**src/rtl/rr_bus_master_mux_if.sv**
```systemverilog
// Bundle between the master mux, its masters, the round-robin arbiter and the shared slave.
// The mux uses the master modport; the surrounding environment uses the slave modport.
interface rr_bus_master_mux_if #(
    parameter int USER      = 4,
    parameter int USER_LOG2 = (USER > 1) ? $clog2(USER) : 1,
    parameter int ADDR_W    = 32,
    parameter int DATA_W    = 32
);
    logic [USER-1:0]        m_req;
    logic [USER-1:0]        m_we;
    logic [USER*ADDR_W-1:0] m_addr;
    logic [USER*DATA_W-1:0] m_wdata;
    logic [USER-1:0]        m_ack;
    logic [USER-1:0]        m_rvalid;
    logic [DATA_W-1:0]      m_rdata;
    logic                   m_rerr;
    logic [USER-1:0]        arb_request;
    logic [USER-1:0]        arb_grant;
    logic [USER_LOG2-1:0]   arb_grant_user;
    logic                   s_req;
    logic                   s_we;
    logic [ADDR_W-1:0]      s_addr;
    logic [DATA_W-1:0]      s_wdata;
    logic                   s_ready;
    logic                   s_rvalid;
    logic [DATA_W-1:0]      s_rdata;

    modport master (
        input  m_req, m_we, m_addr, m_wdata, arb_grant, arb_grant_user,
               s_ready, s_rvalid, s_rdata,
        output m_ack, m_rvalid, m_rdata, m_rerr, arb_request,
               s_req, s_we, s_addr, s_wdata
    );

    modport slave (
        output m_req, m_we, m_addr, m_wdata, arb_grant, arb_grant_user,
               s_ready, s_rvalid, s_rdata,
        input  m_ack, m_rvalid, m_rdata, m_rerr, arb_request,
               s_req, s_we, s_addr, s_wdata
    );
endinterface

```
**src/rtl/rr_bus_master_mux.sv**
```systemverilog
// Multi-master front end for one shared slave: locks the arbiter winner for a whole
// transaction, muxes its command out and returns the response (one outstanding, watchdog).
module rr_bus_master_mux #(
    parameter int USER      = 4,
    parameter int USER_LOG2 = (USER > 1) ? $clog2(USER) : 1,
    parameter int ADDR_W    = 32,
    parameter int DATA_W    = 32,
    parameter int TIMEOUT   = 255
) (
    input  logic                 CLK,
    input  logic                 RSTN,
    rr_bus_master_mux_if.master  bus
);
    localparam int WDOG_W = (TIMEOUT > 0) ? $clog2(TIMEOUT + 1) : 1;
    localparam logic [WDOG_W-1:0] WDOG_LAST = (TIMEOUT > 0) ? WDOG_W'(TIMEOUT - 1) : '0;

    typedef enum logic [1:0] {IDLE, ISSUE, WAIT, RESP} state_t;

    state_t                state_q, state_d;
    logic [USER_LOG2-1:0]  owner_q, owner_d;
    logic                  we_q, we_d;
    logic [ADDR_W-1:0]     addr_q, addr_d;
    logic [DATA_W-1:0]     wdata_q, wdata_d;
    logic [DATA_W-1:0]     rdata_q, rdata_d;
    logic                  rerr_q, rerr_d;
    logic [WDOG_W-1:0]     wdog_q, wdog_d;
    logic [USER-1:0]       owner_oh;
    logic [31:0]           gidx;

    assign bus.s_we    = we_q;
    assign bus.s_addr  = addr_q;
    assign bus.s_wdata = wdata_q;

    always_comb begin
        state_d         = state_q;
        owner_d         = owner_q;
        we_d            = we_q;
        addr_d          = addr_q;
        wdata_d         = wdata_q;
        rdata_d         = rdata_q;
        rerr_d          = rerr_q;
        wdog_d          = wdog_q;
        gidx            = 32'(bus.arb_grant_user);
        owner_oh        = '0;
        owner_oh[owner_q] = 1'b1;
        // Holding only the owner's bit keeps the arbiter parked on it until we are done.
        bus.arb_request = owner_oh;
        bus.s_req       = 1'b0;
        bus.m_ack       = '0;
        bus.m_rvalid    = '0;
        bus.m_rdata     = '0;
        bus.m_rerr      = 1'b0;

        case (state_q)
            IDLE: begin
                bus.arb_request = bus.m_req;
                if (|bus.arb_grant) begin
                    owner_d = bus.arb_grant_user;
                    we_d    = bus.m_we[gidx];
                    addr_d  = bus.m_addr[gidx*ADDR_W +: ADDR_W];
                    wdata_d = bus.m_wdata[gidx*DATA_W +: DATA_W];
                    state_d = ISSUE;
                end
            end
            ISSUE: begin
                bus.s_req = 1'b1;
                if (bus.s_ready) begin
                    bus.m_ack = owner_oh;
                    if (bus.s_rvalid) begin
                        rdata_d = bus.s_rdata;
                        rerr_d  = 1'b0;
                        state_d = RESP;
                    end else begin
                        wdog_d  = '0;
                        state_d = WAIT;
                    end
                end
            end
            WAIT: begin
                if (bus.s_rvalid) begin
                    rdata_d = bus.s_rdata;
                    rerr_d  = 1'b0;
                    state_d = RESP;
                end else if (TIMEOUT != 0 && wdog_q == WDOG_LAST) begin
                    rdata_d = '0;
                    rerr_d  = 1'b1;
                    state_d = RESP;
                end else if (TIMEOUT != 0) begin
                    wdog_d = wdog_q + 1'b1;
                end
            end
            RESP: begin
                bus.m_rvalid = owner_oh;
                bus.m_rdata  = rdata_q;
                bus.m_rerr   = rerr_q;
                state_d      = IDLE;
            end
            default: state_d = IDLE;
        endcase
    end

    always_ff @(posedge CLK or negedge RSTN) begin
        if (!RSTN) begin
            state_q <= IDLE;
            owner_q <= '0;
            we_q    <= 1'b0;
            addr_q  <= '0;
            wdata_q <= '0;
            rdata_q <= '0;
            rerr_q  <= 1'b0;
            wdog_q  <= '0;
        end else begin
            state_q <= state_d;
            owner_q <= owner_d;
            we_q    <= we_d;
            addr_q  <= addr_d;
            wdata_q <= wdata_d;
            rdata_q <= rdata_d;
            rerr_q  <= rerr_d;
            wdog_q  <= wdog_d;
        end
    end
endmodule
```
**src/flat_wrapper.sv**
```systemverilog
// flat-port wrapper written by rule: the top's interface ports become plain ports
module rr_bus_master_mux_flat 
#(
    parameter int USER      = 4,
    parameter int USER_LOG2 = (USER > 1) ? $clog2(USER) : 1,
    parameter int ADDR_W    = 32,
    parameter int DATA_W    = 32,
    parameter int TIMEOUT   = 255
)
  (CLK, RSTN, bus_m_req, bus_m_we, bus_m_addr, bus_m_wdata, bus_arb_grant, bus_arb_grant_user, bus_s_ready, bus_s_rvalid, bus_s_rdata, bus_m_ack, bus_m_rvalid, bus_m_rdata, bus_m_rerr, bus_arb_request, bus_s_req, bus_s_we, bus_s_addr, bus_s_wdata);
  rr_bus_master_mux_if #(.USER(USER), .USER_LOG2(USER_LOG2), .ADDR_W(ADDR_W), .DATA_W(DATA_W)) bus_i ();
  input  logic CLK;
  input  logic RSTN;
  input wire logic [$bits(bus_i.m_req)-1:0] bus_m_req;
  input wire logic [$bits(bus_i.m_we)-1:0] bus_m_we;
  input wire logic [$bits(bus_i.m_addr)-1:0] bus_m_addr;
  input wire logic [$bits(bus_i.m_wdata)-1:0] bus_m_wdata;
  input wire logic [$bits(bus_i.arb_grant)-1:0] bus_arb_grant;
  input wire logic [$bits(bus_i.arb_grant_user)-1:0] bus_arb_grant_user;
  input wire logic [$bits(bus_i.s_ready)-1:0] bus_s_ready;
  input wire logic [$bits(bus_i.s_rvalid)-1:0] bus_s_rvalid;
  input wire logic [$bits(bus_i.s_rdata)-1:0] bus_s_rdata;
  output wire logic [$bits(bus_i.m_ack)-1:0] bus_m_ack;
  output wire logic [$bits(bus_i.m_rvalid)-1:0] bus_m_rvalid;
  output wire logic [$bits(bus_i.m_rdata)-1:0] bus_m_rdata;
  output wire logic [$bits(bus_i.m_rerr)-1:0] bus_m_rerr;
  output wire logic [$bits(bus_i.arb_request)-1:0] bus_arb_request;
  output wire logic [$bits(bus_i.s_req)-1:0] bus_s_req;
  output wire logic [$bits(bus_i.s_we)-1:0] bus_s_we;
  output wire logic [$bits(bus_i.s_addr)-1:0] bus_s_addr;
  output wire logic [$bits(bus_i.s_wdata)-1:0] bus_s_wdata;
  assign bus_i.m_req = bus_m_req;
  assign bus_i.m_we = bus_m_we;
  assign bus_i.m_addr = bus_m_addr;
  assign bus_i.m_wdata = bus_m_wdata;
  assign bus_i.arb_grant = bus_arb_grant;
  assign bus_i.arb_grant_user = bus_arb_grant_user;
  assign bus_i.s_ready = bus_s_ready;
  assign bus_i.s_rvalid = bus_s_rvalid;
  assign bus_i.s_rdata = bus_s_rdata;
  assign bus_m_ack = bus_i.m_ack;
  assign bus_m_rvalid = bus_i.m_rvalid;
  assign bus_m_rdata = bus_i.m_rdata;
  assign bus_m_rerr = bus_i.m_rerr;
  assign bus_arb_request = bus_i.arb_request;
  assign bus_s_req = bus_i.s_req;
  assign bus_s_we = bus_i.s_we;
  assign bus_s_addr = bus_i.s_addr;
  assign bus_s_wdata = bus_i.s_wdata;
  rr_bus_master_mux #(.USER(USER), .USER_LOG2(USER_LOG2), .ADDR_W(ADDR_W), .DATA_W(DATA_W), .TIMEOUT(TIMEOUT)) u_core (.CLK(CLK), .RSTN(RSTN), .bus(bus_i));
endmodule
```
**config.mk**
```make
export PLATFORM = sky130hd
export DESIGN_NAME = rr_bus_master_mux_flat
export DESIGN_NICKNAME = d
export VERILOG_FILES = /design/src/rtl/rr_bus_master_mux_if.sv /design/src/rtl/rr_bus_master_mux.sv /design/src/flat_wrapper.sv
export SDC_FILE = /design/constraint.sdc
export NUM_CORES = 1
export LEC_CHECK = 0
export CAP_MARGIN = 10
export CELL_PAD_IN_SITES_DETAIL_PLACEMENT = 2
export CELL_PAD_IN_SITES_GLOBAL_PLACEMENT = 2
export CORE_MARGIN = 4
export CORE_UTILIZATION = 23
export CTS_CLUSTER_DIAMETER = 50
export DETAILED_ROUTE_END_ITERATION = 10
export PLACE_DENSITY_LB_ADDON = 0.1
export SLEW_MARGIN = 25
export SYNTH_ARGS = -nofsm -noshare
export SYNTH_HDL_FRONTEND = slang
export SYNTH_SLANG_ARGS = --single-unit
```
**constraint.sdc**
```tcl
create_clock -name CLK -period 3 [get_ports CLK]
set_input_delay 0.9 -clock CLK [delete_from_list [all_inputs] [get_ports CLK]]
set_output_delay 0.9 -clock CLK [all_outputs]
set_load 0.02 [all_outputs]
```
Word level (Yosys, flattened, before mapping) --
Cells that the tools add are included.
Word-level totals: register bits after elaboration 110, input bits 306, output and inout port bits 111, word-level logic and storage cells 65
Cells by class: add/subtract/negate cells 1, magnitude comparators 3, equality and inequality tests 11, shift operators 2, multiplexer cells 32, reductions and logical operators 8
Operators by type and width (number):
- $shiftx A128 B8 Y32 | 2
- $mux W32 | 5
- $pmux W32 S2 | 1
- $mux W8 | 4
- $mux W4 | 4
- $pmux W8 S2 | 1
- $ne A2 B2 Y1 const B | 5
- $mux W1 | 9
- $add A8 B1 Y8 const B | 1
- $eq A8 B8 Y1 const B | 1
- $mux W2 | 4
- $pmux W2 S4 | 1
- $lt A2 B3 Y1 const B | 2
- $reduce_and A5 Y1 | 1
- $eq A2 B2 Y1 const B | 2
- $reduce_and A4 Y1 | 1
- $reduce_or A4 Y1 | 1
- $ne A3 B2 Y1 const B | 1
- $reduce_and A3 Y1 | 1
- $bmux W1 S2 | 1
- $demux W1 S2 | 1
- $eq A2 B1 Y1 const B | 1
- $ge A2 B1 Y1 const B | 1
- $logic_not A2 Y1 | 1
- 5 further kinds | 5

Depth between registers and ports, before layout --
Gate-level depths: netlist (run 1).
word-level depth 6, depth in mapped cells 9, gate-level depth less buffers 6

Worst setup path before layout (run 1) --
Ideal clock, no wire load.
path type input port to output port, start point input port bus_s_ready, end point output port bus_m_ack[0], arrival time 1.459 ns, data required time 2.100 ns, setup slack 0.641 ns, cell stages on the path 2, path buffers 0, cell sequence nand2_1 > nor3_1
On the way: cells in the longest elaborated chain, start to end 2
Ends and longest elaborated chain:
- start: declaration | RTL line flat_wrapper.sv:20 | input wire logic [$bits(bus_i.s_ready)-1:0] bus_s_ready;
- $mux W4 | RTL line rr_bus_master_mux.sv:67 | if (bus.s_ready) begin
- $mux W4 | RTL line rr_bus_master_mux.sv:54 | case (state_q)
- end: declaration | RTL line flat_wrapper.sv:23 | output wire logic [$bits(bus_i.m_ack)-1:0] bus_m_ack;
No other way between the ends.

Final worst setup path (run 1) --
start point input port bus_s_ready, end point output port bus_m_ack[3]
Same word-level chain as after synthesis.

==> qor.yml, run 1 <==
logic_synthesis:
  synth_edf_count: 0
  synthArstFlopShare: 1.000
  ys_seq_area_frac: 0.4480
  synth_top_cell_by_area: "dfrtp_1"
  synth_nets: 742
  ys_types: 38
  avgSynthCellArea_sq_um: 14.29
  netlist_instances: 430
  syn_area_sq_um: 6145
  synthDominantCellAreaShare: 0.4480
  synth-seq-cells: 110
  synth_area_leaders: "dfrtp_1, mux4_2, mux2_2"
  ys.flop_type: "dfrtp_1"
  yosys_warnings: 0
clock_network:
  hold_buffers: 0
  cts.sinks: 110
  insertion_delay_ns: 0.35
  cts-root-buf: "clkbuf_16"
  cts_buffer_depth: 2
  cts.clk_slew.worst_paths_ns: 0.08
  tritoncts: "done"
  h-tree-depth: 3
  cts_buffers: 9
global_route:
  grt_pass1_wl_um: 42300
  grt_usage: 0.1927
  grt_max_degree: 52
  antenna_found_initial: 7
  grt_pass1_vias: 6729
  gr-total-overflow: 0
worst_setup_path:
  crit_path_end: "bus_m_ack[3]"
  start_kind: "input pin"
  crit_path_cell_trace: "clkdlybuf4s50_1, nand2_2, nor2_1, dlygate4sd2_1"
  cp_slowest_cell: "clkdlybuf4s50_1"
  critical_path_arrival_ns: 2.00
  reg2regPathDepth: 6
  cpPeakStageDelay_ns: 0.52
  critPathLaunch: "bus_s_ready"
  critPathCaptureType: "output port"
  crit_fanout: 3
  worst_r2r_endpoint: "u_core.wdog_q[6]"
  crit_type: "in2out"
  ff2ff_setup_slack_ns: 0.69
  cp.required_ns: 2.10
  r2r_start: "u_core.state_q[0]"
layout:
  fin_nets: 1153
  finish.instance_area_sq_um: 11160
  drive_above_1_share: 0.2139
  fin_cells: 1185
  fillCellCount: 2649
  area_growth_pct: 81.61
route:
  wire_per_inst_um: 24.46
  drtIter0Drc: 163
  wl_um: 28980
  drt-vias-per-instance: 4.745
  ant_nets: 0
  vias: 5623
  drt_pass1_iterations: 4
  drc_errors: 0
placement:
  dp_cells: 1165
  placed_cell_area_sq_um: 10770
  place_hpwl_um: 24230
  gp_congestion: 0.7834
  io_buffers: 416
timing:
  tightestPinTransition_ns: 0.5588
  hold_violations: 0
  timing.final.crit_share: 0.9681
  fin_crit_ns: 2.904
  setup_tns_ns: 0
  rsz0062_at_grt: "no"
  holdWs_ns: 0.4915
  drv_slew: 0
  fin_worst_skew_ns: 0.009166
  max_freq_mhz: 344.3
  setup_viol: 0
  slew_headroom: 0.6240
floorplan:
  io_pins: 417
  dieArea_sq_um: 29400
  die_h_um: 171.5
  core-area_sq_um: 26210
  rows: 59
  die_x_um: 171.5
  initial_core_util: 0.2345
power:
  leakagePower_nw: 4.844
  power_mw: 8.854
  peakVddDrop_uv: 276.2
  power_density_nw_per_um2: 793.4
run:
  maxCapViolCount: 0
outcome:
  outcome: "finished, final reports clean"
worst_hold_path:
  hold_class: "in2async"
==> logic make-up after synthesis <==
logic type,count (synthesis),synth area share
muxes,134,0.3645
DFF,110,0.4480
AOI/OAI and AO/OA,58,0.07371
and+or+nand+nor,82,0.07188
adders and majority gates,6,0.01222
buffers and inverters,40,0.02973
==> area by class of cell <==
type / count / area, sq um / share of cell area
Inverter: 6 / 22.52 / 0.002018
Clock buffer: 9 / 225.2 / 0.02018
Tap cell: 335 / 419.2 / 0.03756
Clock inverter: 7 / 87.58 / 0.007848
Antenna cell: 4 / 10.01 / 0.0008970
Multi-Input combinational cell: 280 / 3237 / 0.2901
Sequential cell: 110 / 2753 / 0.2467
Timing Repair Buffer: 434 / 4405 / 0.3948
==> synth_stat cells, types with 6 or more instances <==
master and instances:
clkbuf_1 15, ha_1 6, a22o_1 32, mux2_2 68, nand2_1 16, nand3_1 7
and2_1 32, mux4_2 65, dfrtp_1 110, inv_1 6, o21ai_0 10, buf_2 17
nor2_1 10
==> repair_timing <==
| action | 4_1_cts | 5_1_grt |
|---|---|---|
| setup endpoints to repair | 40 | 34 |
| setup buffers | 0 | 0 |
| resized for setup | 19 | 34 |
| gates cloned | 0 | 0 |
==> per-layer routing <==
layer / vias to the layer above / track usage / part of all wire
li1: 2488 / - / -
met1: 2872 / 0.1994 / 0.34
met2: 217 / 0.3632 / 0.56
met3: 40 / 0.06137 / 0.070
met4: 6 / 0.06924 / 0.029
met5: - / 0 / 0.0014
==> worst min path at each step <==
stage / start / endpoint / slack [ns] / cells past startpoint
after floorplan: u_core.rdata_q[0] / u_core.rdata_q[0] / 0.46 / 1
after global placement: u_core.rdata_q[16] / u_core.rdata_q[16] / 0.48 / 1
after detailed placement: u_core.rdata_q[6] / u_core.rdata_q[6] / 0.48 / 1
after CTS: RSTN / u_core.bus.s_wdata[26] / 0.50 / 1
after global routing: RSTN / u_core.bus.s_wdata[26] / 0.52 / 1
final: RSTN / u_core.bus.s_wdata[26] / 0.49 / 1
==> power by group <==
group | internal [mW] | switching, mW
sequential | 2.20 | 0.424
combinational | 2.55 | 2.38
clock | 0.669 | 0.627
==> critical path, delay by kind of cell <==
kind	cells	cell delay [ns]
buffers and inverters	2	0.89
and+or+nand+nor	2	0.22
==> sequential cells by signal (all words and copies together), names as in the netlist <==
name	cells
u_core.bus.s_we	1
u_core.wdog_q	8
u_core.state_q	2
u_core.bus.s_addr	32
u_core.bus.s_wdata	32
u_core.owner_q	2
u_core.rerr_q	1
u_core.rdata_q	32
==> cell usage in the layout (no fill, tap or decap), types with 2 or more instances in the layout <==
cell type / instances
ha_1: 4
mux4_2: 65
inv_1: 6
diode_2: 4
nand2_1: 15
nand3_1: 7
nor3_1: 4
dlygate4sd2_1: 7
clkbuf_16: 9
a22o_1: 32
clkdlybuf4s50_1: 375
inv_8: 2
a21oi_1: 3
o21ai_0: 10
mux2_2: 68
dfrtp_1: 110
a31oi_1: 2
nand2b_1: 3
clkinv_4: 3
and2_1: 32
dlymetal6s2s_1: 28
buf_4: 14
nor2_1: 10
buf_2: 3
buf_12: 5
o31ai_1: 2
==> stage by stage <==
| stage | setup slack [ns] | utilization |
|---|---|---|
| 2_1_floorplan | 0.6413 | - |
| 3_3_place_gp | -0.3661 | 0.4108 |
| 3_5_place_dp | -0.3646 | 0.4108 |
| 4_1_cts | 0.0002551 | 0.4232 |
| 5_1_grt | 0.004143 | 0.4258 |
| 6_report | 0.09555 | 0.4258 |
(Power assumes the default switching activity.)
==> run 2, diff against run 1 <==
- CAP_MARGIN: 10 -> not set
==> results of run 2 <==
No change in the layout: final DEF, timing and power equal those of run 1.
==> run 3, diff against run 2 <==
- PLACE_DENSITY_LB_ADDON: 0.1 -> 0.05
==> run 3 against run 2 <==
  * Worst hold slack lost 0.0028 ns
  * Non-clock buffer count grew 2
  * Wire length grew 2.2%
  * First-iteration DRC count grew 9.8%
  * Final cell count grew 0.17%
  * Clock-buffer cell count is the same
  * Critical path depth is the same
  * Clock skew grew 0.0036 ns
  * Die area is the same
  * Critical path type unchanged
  * Highest routed layer unchanged
==> qor.yml, run 3 (synthesis gave the netlist of run 1 again) <==
route:
  wire_per_inst_um: 24.94  # +2.0%
  drt-vias-per-instance: 4.740  # -0.12%
  drc_errors: 0  # unchanged
  ant_nets: 0  # unchanged
  drt_pass1_iterations: 4  # unchanged
  drtIter0Drc: 179  # +9.8%
  vias: 5626  # +0.053%
  wl_um: 29610  # +2.2%
global_route:
  grt_usage: 0.1959  # +0.003125
  antenna_found_initial: 10  # +3
  grt_pass1_vias: 6770  # +0.61%
  gr-total-overflow: 0  # unchanged
  grt_pass1_wl_um: 42840  # +1.3%
  grt_max_degree: 47  # -9.6%
clock_network:
  h-tree-depth: 3  # unchanged
  cts.sinks: 110  # unchanged
  cts_buffers: 9  # unchanged
  cts.clk_slew.worst_paths_ns: 0.08  # about the same
  insertion_delay_ns: 0.36  # about the same
  post_cts_buffers: 0  # unchanged
  tritoncts: "done"
  cts_buffer_depth: 2  # unchanged
  cts-root-buf: "clkbuf_16"
run:
  maxCapViolCount: 0  # unchanged
timing:
  fin_worst_skew_ns: 0.01272  # +0.003553 ns
  max_freq_mhz: 344.1  # about the same
  slew_headroom: 0.6398  # +0.01579
  fin_crit_ns: 2.906  # +0.001786 ns
  tightestPinTransition_ns: 0.5403  # -0.01852 ns
  hold_violations: 0  # unchanged
  setup_viol: 0  # unchanged
  timing.final.ws_setup_ns: 0.09377  # -0.001786 ns
  timing.final.crit_share: 0.9687  # about the same
  drv_slew: 0  # unchanged
floorplan:
  io_pins: 417  # unchanged
  die_h_um: 171.5  # unchanged
  core-area_sq_um: 26210  # unchanged
  die_x_um: 171.5  # unchanged
  dieArea_sq_um: 29400  # unchanged
  rows: 59  # unchanged
  initial_core_util: 0.2345  # unchanged
layout:
  area_growth_pct: 81.51  # about the same
  mostFrequentLayoutCells: "clkdlybuf4s50_1, dfrtp_1, mux2_2, mux4_2"
  final_common_cell: "clkdlybuf4s50_1"
  drive_above_1_share: 0.2099  # -0.004042
  fin_nets: 1155  # +0.17%
worst_hold_path:
  hold_class: "in2async"
worst_setup_path:
  crit_fanout: 5  # +2
  start_kind: "input pin"
  critical_path_arrival_ns: 2.01  # about the same
  cp.required_ns: 2.10  # about the same
  crit_type: "in2out"
  critPathCaptureType: "output port"
outcome:
  outcome: "finished, final reports clean"
placement:
  place_hpwl_um: 24780  # +2.3%
  preCtsSetupSlack_ns: -0.1909  # +0.1737 ns
  io_buffers: 416  # unchanged
  gp_congestion: 0.8304  # +6.0%
power:
  leakagePower_nw: 4.773  # -1.5%
  power_mw: 8.772  # -0.93%
  peakVddDrop_uv: 282.4  # +2.3%
  power_density_nw_per_um2: 786.5  # -0.87%
run 3: cell types whose count changed in the layout (fill, tap and decap cells not counted), moves of 2 or more:
cell             delta
buf_2               -3
clkinv_2            +2
dlymetal6s2s_1      -5
buf_12              +2
dlygate4sd2_1       +3
clkdlybuf4s50_1     +5
clkinv_4            -2
run 3: power by group:
group / switching, mW / leakage, nW / internal (mW)
combinational: 2.37 / 3.31 / 2.57
sequential: 0.441 / 1.33 / 2.20
clock: 0.610 / 0.138 / 0.576
run 3: layout make-up:
cell class,count,area (sq um)
clock inverters,7,55.05
fillers,2631,15050
flip-flops and latches,110,2753
diodes,4,10.01
multi-input cells,280,3222
clock buffers,9,225.2
inverters,6,22.52
well taps,335,419.2
repair buffers,436,4447
run 3: repair_timing:
| item | CTS | global route |
|---|---|---|
| endpoints found under the hold margin | 0 | 0 |
| gates resized for setup | 12 | 24 |
| gates cloned | 0 | 0 |
| setup endpoints to repair | 36 | 30 |
| pin swaps | 0 | 0 |
| hold buffers | 0 | 0 |
run 3: metal layers:
layer | wire length, um | GRT usage | vias to the layer above | part of all wire
met1 | 10340 | 0.2082 | 2865 | 0.35
met4 | 438 | 0.04960 | 16 | 0.015
met5 | 74 | 0 | - | 0.0025
met3 | 2206 | 0.05999 | 33 | 0.075
met2 | 16540 | 0.3746 | 221 | 0.56
li1 | - | - | 2491 | -
run 3: critical path, cell delays in order:
cell and delay (ns):
clkdlybuf4s50_1 0.48, nand2_1 0.13, nor3_1 0.15, dlygate4sd2_1 0.35
run 3: path summary, 6_finish.rpt:
| kind | end | start | cells past startpoint | slack [ns] |
|---|---|---|---|---|
| max in group asynchronous | u_core.rdata_q[25] | RSTN | 2 | 1.79 |
| min | u_core.rdata_q[26] | RSTN | 1 | 0.49 |
| min in group CLK | u_core.rdata_q[11] | u_core.rdata_q[11] | 1 | 0.50 |
| max reg2reg | u_core.wdog_q[6] | u_core.state_q[0] | 6 | 0.69 |
| max | bus_m_ack[0] | bus_s_ready | 4 | 0.09 |
| min reg2reg | u_core.rdata_q[11] | u_core.rdata_q[11] | 1 | 0.50 |
run 3: metrics by stage:
step	hold WS, ns	TNS, ns	util	area [sq um]	std cells
2_1_floorplan	0.4585	0	-	6145	430
3_3_place_gp	0.4753	-0.6184	0.4124	10810	1167
3_5_place_dp	0.4774	-0.7989	0.4124	10810	1167
4_1_cts	0.5037	0	0.4229	11080	1183
5_1_grt	0.5149	-0.004389	0.4254	11150	1185
6_report	0.4887	0	0.4256	11150	1187
